`config.mk`:
```
export PLATFORM = sky130hd
export DESIGN_NAME = alu2_sched
export DESIGN_NICKNAME = d
export VERILOG_FILES = /design/src/rtl/alu2_pkg.sv /design/src/rtl/alu2_core.sv /design/src/rtl/alu2_sched.sv
export SDC_FILE = /design/constraint.sdc
export NUM_CORES = 1
export LEC_CHECK = 0
export CORE_UTILIZATION = 34
export CTS_BUF_LIST = sky130_fd_sc_hd__clkbuf_16
export CTS_CLUSTER_SIZE = 20
export DETAILED_ROUTE_END_ITERATION = 7
export MAX_ROUTING_LAYER = met4
export PLACE_DENSITY_LB_ADDON = 0.2
export SLEW_MARGIN = 10
export SYNTH_ARGS = -nofsm -noshare
export SYNTH_HDL_FRONTEND = slang
export SYNTH_HIERARCHICAL = 1
export SYNTH_SLANG_ARGS = --single-unit
```
`constraint.sdc`:
```
create_clock -name Clk -period 1.7 [get_ports Clk]
set_clock_uncertainty 0.15 [all_clocks]
set_input_delay 0.51 -clock Clk [delete_from_list [all_inputs] [get_ports Clk]]
set_output_delay 0.51 -clock Clk [all_outputs]
set_load 0.005 [all_outputs]
```
`src/rtl/alu2_pkg.sv`:
```
// Shared constants and types for the two-requester 2-bit ALU scheduler.
package alu2_pkg;
  localparam int RES_W = 4;

  localparam logic [1:0] OP_ADD  = 2'b00;
  localparam logic [1:0] OP_MUL  = 2'b01;
  localparam logic [1:0] OP_NAND = 2'b10;
  localparam logic [1:0] OP_NOTA = 2'b11;

  typedef enum logic [1:0] {
    ST_IDLE = 2'd0,
    ST_EXEC = 2'd1,
    ST_HOLD = 2'd2
  } state_t;

  // Operands and opcode captured from the winning requester.
  typedef struct packed {
    logic [1:0] a;
    logic [1:0] b;
    logic [1:0] op;
  } alu_req_t;
endpackage

```
`src/rtl/alu2_core.sv`:
```
// Purely combinational 2-bit ALU producing a zero-extended 4-bit result.
module alu2_core
  import alu2_pkg::*;
(
  input  logic [1:0]       a,
  input  logic [1:0]       b,
  input  logic [1:0]       op,
  output logic [RES_W-1:0] y
);
  logic [2:0] sum;

  assign sum = {1'b0, a} + {1'b0, b};

  always_comb begin
    y = '0;
    unique case (op)
      OP_ADD:  y = {1'b0, sum};
      OP_MUL:  y = {2'b00, a} * {2'b00, b};
      OP_NAND: y = {2'b00, ~(a & b)};
      OP_NOTA: y = {2'b00, ~a};
      default: y = '0;
    endcase
  end
endmodule

```
`src/rtl/alu2_sched.sv`:
```
// Arbitrates two requesters onto one shared ALU; result held on a valid/ready port.
module alu2_sched
  import alu2_pkg::*;
#(
  parameter bit FAIR      = 1'b1,
  parameter bit PRIO_INIT = 1'b0
) (
  input  logic             Clk,
  input  logic             Reset,
  input  logic [1:0]       Req,
  input  logic [1:0]       A0,
  input  logic [1:0]       B0,
  input  logic [1:0]       Op0,
  input  logic [1:0]       A1,
  input  logic [1:0]       B1,
  input  logic [1:0]       Op1,
  output logic [1:0]       Ack,
  output logic [RES_W-1:0] Result,
  output logic             ResId,
  output logic             ResValid,
  input  logic             ResReady,
  output logic             Busy
);
  state_t           state, nxt;
  logic             sel, gsel, rr;
  alu_req_t         lat;
  logic [RES_W-1:0] y;

  alu2_core u_core (
    .a  (lat.a),
    .b  (lat.b),
    .op (lat.op),
    .y  (y)
  );

  // Tie-break: round-robin pointer when fair, otherwise requester 0.
  always_comb begin
    gsel = 1'b0;
    unique case (Req)
      2'b01:   gsel = 1'b0;
      2'b10:   gsel = 1'b1;
      2'b11:   gsel = FAIR ? rr : 1'b0;
      default: gsel = 1'b0;
    endcase
  end

  always_ff @(posedge Clk) begin
    if (Reset) state <= ST_IDLE;
    else       state <= nxt;
  end

  always_comb begin
    nxt = state;
    unique case (state)
      ST_IDLE: if (Req != 2'b00) nxt = ST_EXEC;
      ST_EXEC: nxt = ST_HOLD;
      ST_HOLD: if (ResReady) nxt = ST_IDLE;
      default: nxt = ST_IDLE;
    endcase
  end

  always_ff @(posedge Clk) begin
    if (Reset) begin
      lat    <= '0;
      sel    <= 1'b0;
      rr     <= PRIO_INIT;
      Result <= '0;
      ResId  <= 1'b0;
    end else begin
      if (state == ST_IDLE && Req != 2'b00) begin
        sel <= gsel;
        lat <= gsel ? '{a: A1, b: B1, op: Op1} : '{a: A0, b: B0, op: Op0};
        if (FAIR) rr <= ~gsel;
      end
      if (state == ST_EXEC) begin
        Result <= y;
        ResId  <= sel;
      end
    end
  end

  assign Ack      = (state == ST_EXEC) ? (sel ? 2'b10 : 2'b01) : 2'b00;
  assign ResValid = (state == ST_HOLD);
  assign Busy     = (state != ST_IDLE);
endmodule

```
==> results.toml <==
[floorplanning]
die_h_um = 50.95
coreArea_sq_um = 2233
ios = 26
start_util = 0.3647
placementRows = 17
die_area_sq_um = 2595
die_w_um = 50.95

[clocking]
cts_tree = "yes"
path_clk_slew_ns = 0.05
cts.path.max_buffers = 2
insertion_delay_ns = 0.25
cts_inserted_buffers = 3
htreeDepth = 1
cts_root_buf = "clkbuf_16"
post_cts_buffers = 0
cts.sinks = 15

[final_layout]
drive_above_1_share = 0.2320
ff_latch_area_sq_um = 305.3
fin_area_sq_um = 1249
fillers = 227
area_growth_pct = 53.30
final_common_cell = "clkdlybuf4s50_1"
num-nets-final = 148
multi_input_area_sq_um = 503.0
utilization = 0.5591
n_antenna_cell = 0
final_cell_mix = "clkdlybuf4s50_1 (14), nand3_1 (12), dfxtp_1 (11)"

[sta]
maxSlewViolCount = 0
report.final.setup_viol = 2
grt_setup_unrepaired = "true"
hold_violations = 0
tightest_slew_ns = 0.3515
min_period_ns = 1.824
setup_tns_ns = -0.1808
timing.fmax_mhz = 548.4
finalWorstSetupSlack_ns = -0.1235
hold-worst-slack_ns = 0.3402
post-route-period-util = 1.073
max_slew_margin = 0.7654

[setup_path]
crit_fanout = 3
cp_slowest_stage_delay_ns = 0.45
crit_path_end_kind = "flop"
ff2ff_setup_slack_ns = -0.12
path_cells = "ha_4, fa_1, mux4_2, mux2i_1, nor2_1"
crit_slowest_cell = "mux4_2"
worst_ep_required_time_ns = 1.68
crit_type = "flop to flop"
startpoint_type = "flop"
arrival_ns = 1.81

[power_and_ir_drop]
p_per_area_nw_per_um2 = 889.7
total_power_w = 0.001111
leakage_nw = 0.5869
vdd.ir_drop.worst_mv = 0.4222

[place]
gp_congestion = 0.8155
portBuffers = 25
placed_area_sq_um = 1167
hpwl_mm = 1.439

[global_route]
gr-total-overflow = 0
antenna_found_initial = 0
grt_max_degree = 16
grt_pass1_vias = 734
grt_usage = 0.1731
grt_pass1_wl_mm = 3.208

[synthesis]
synthTopCellsByArea = "dfxtp_1 (37%), mux2i_1 (7.4%), nand3_1 (7.4%)"
synth-seq-cells = 15
synth_nets = 111
avgSynthCellArea_sq_um = 9.152
yosysTopAreaCell = "dfxtp_1"
yosysSeqAreaShare = 0.3687
ys_types = 28
synth.top_cell.area_share = 0.3687
postSynthCellCount = 89
yosysWarningCount = 6
syn_area_sq_um = 814.5

[routing]
drc = 0
num_vias = 783
routed_wl_mm = 1.902
ant_nets = 0
viasPerCell = 5.118
drtIter0Drc = 20
routedWlPerCell_um = 12.43
firstDrtPassIters = 4

[flow_run]
drv_cap = 0

[hold_path]
hold_path.class = "flop to flop"

[status]
status = "complete, but fails checks"
violations = "setup timing"
==> area by class of cell <==
| cell class | count | area share |
|---|---|---|
| clock inverter | 1 | 0.003006 |
| inverter | 3 | 0.009018 |
| multi-input combinational | 68 | 0.4028 |
| sequential | 15 | 0.2445 |
| tap | 28 | 0.02806 |
| timing repair buffer | 35 | 0.2525 |
| clock buffer | 3 | 0.06012 |
==> through the flow <==
stage | std cells | worst slack [ns]
2_1_floorplan | 89 | -0.07350
3_3_place_gp | 149 | -0.1953
3_5_place_dp | 149 | -0.1899
4_1_cts | 153 | -0.1354
5_1_grt | 153 | -0.2000
6_report | 153 | -0.1235
==> metal layers <==
layer  wire length (um)  GRT usage  vias to the layer above
met5                  0          -                        -
met4                 26    0.06944                        0
met3                 86    0.04762                        2
met2                995     0.2982                       24
met1                793     0.1866                      364
li1                   -          -                      393
==> sequential cells by signal, summed over array words and instances, names as in the netlist <==
signal and count:
lat 6, Result 4, state 2, ResId 1, rr 1, sel 1
==> cell usage after synthesis (all sizes together) <==
master	n
dfxtp	15
nand3	12
nor2	11
o21ai	7
a31oi	6
mux2i	6
ha	4
inv	3
nand2b	3
a21oi	2
and2	2
and2b	2
buf	2
nand2	2
nor3	2
nor3b	2
a211oi	1
a2bb2oi	1
and3b	1
clkbuf	1
fa	1
mux4	1
nor2b	1
or2	1
==> worst max-delay path: cells and delay by family, from the launching register on <==
kind                     cells  cell delay [ns]
multiplexers                 2             0.59
AND/OR/NAND/NOR              1             0.06
flip-flops                   1             0.34
adder cells (fa/ha/maj)      2             0.58
==> power breakdown <==
part | switching, W | internal (W)
logic | 0.0000995 | 0.000139
clock network | 0.000146 | 0.000312
registers | 0.0000317 | 0.000383
==> worst paths after layout <==
kind                            cells after the start      start   endpoint
worst max-delay path                                5     lat[4]  Result[1]
worst min-delay path                                2  Result[3]  Result[3]
worst max register to register                      5     lat[4]  Result[1]
worst min register to register                      2  Result[3]  Result[3]
==> kinds of logic after synthesis <==
| logic type | after synthesis | synth area share |
|---|---|---|
| adder cells (fa/ha/maj) | 5 | 0.08602 |
| AND/OR/NAND/NOR | 39 | 0.2811 |
| buffers and inverters | 6 | 0.04147 |
| flip-flops | 15 | 0.3687 |
| AO/OA/AOI/OAI | 17 | 0.1214 |
| multiplexers | 7 | 0.1014 |
==> timing repair <==
action                                  4_1_cts  5_1_grt
endpoints found under the setup margin       11       12
pin swaps                                     0        2
gates resized for setup                      14        8
hold buffers                                  0        0
(Power assumes the default switching activity.)
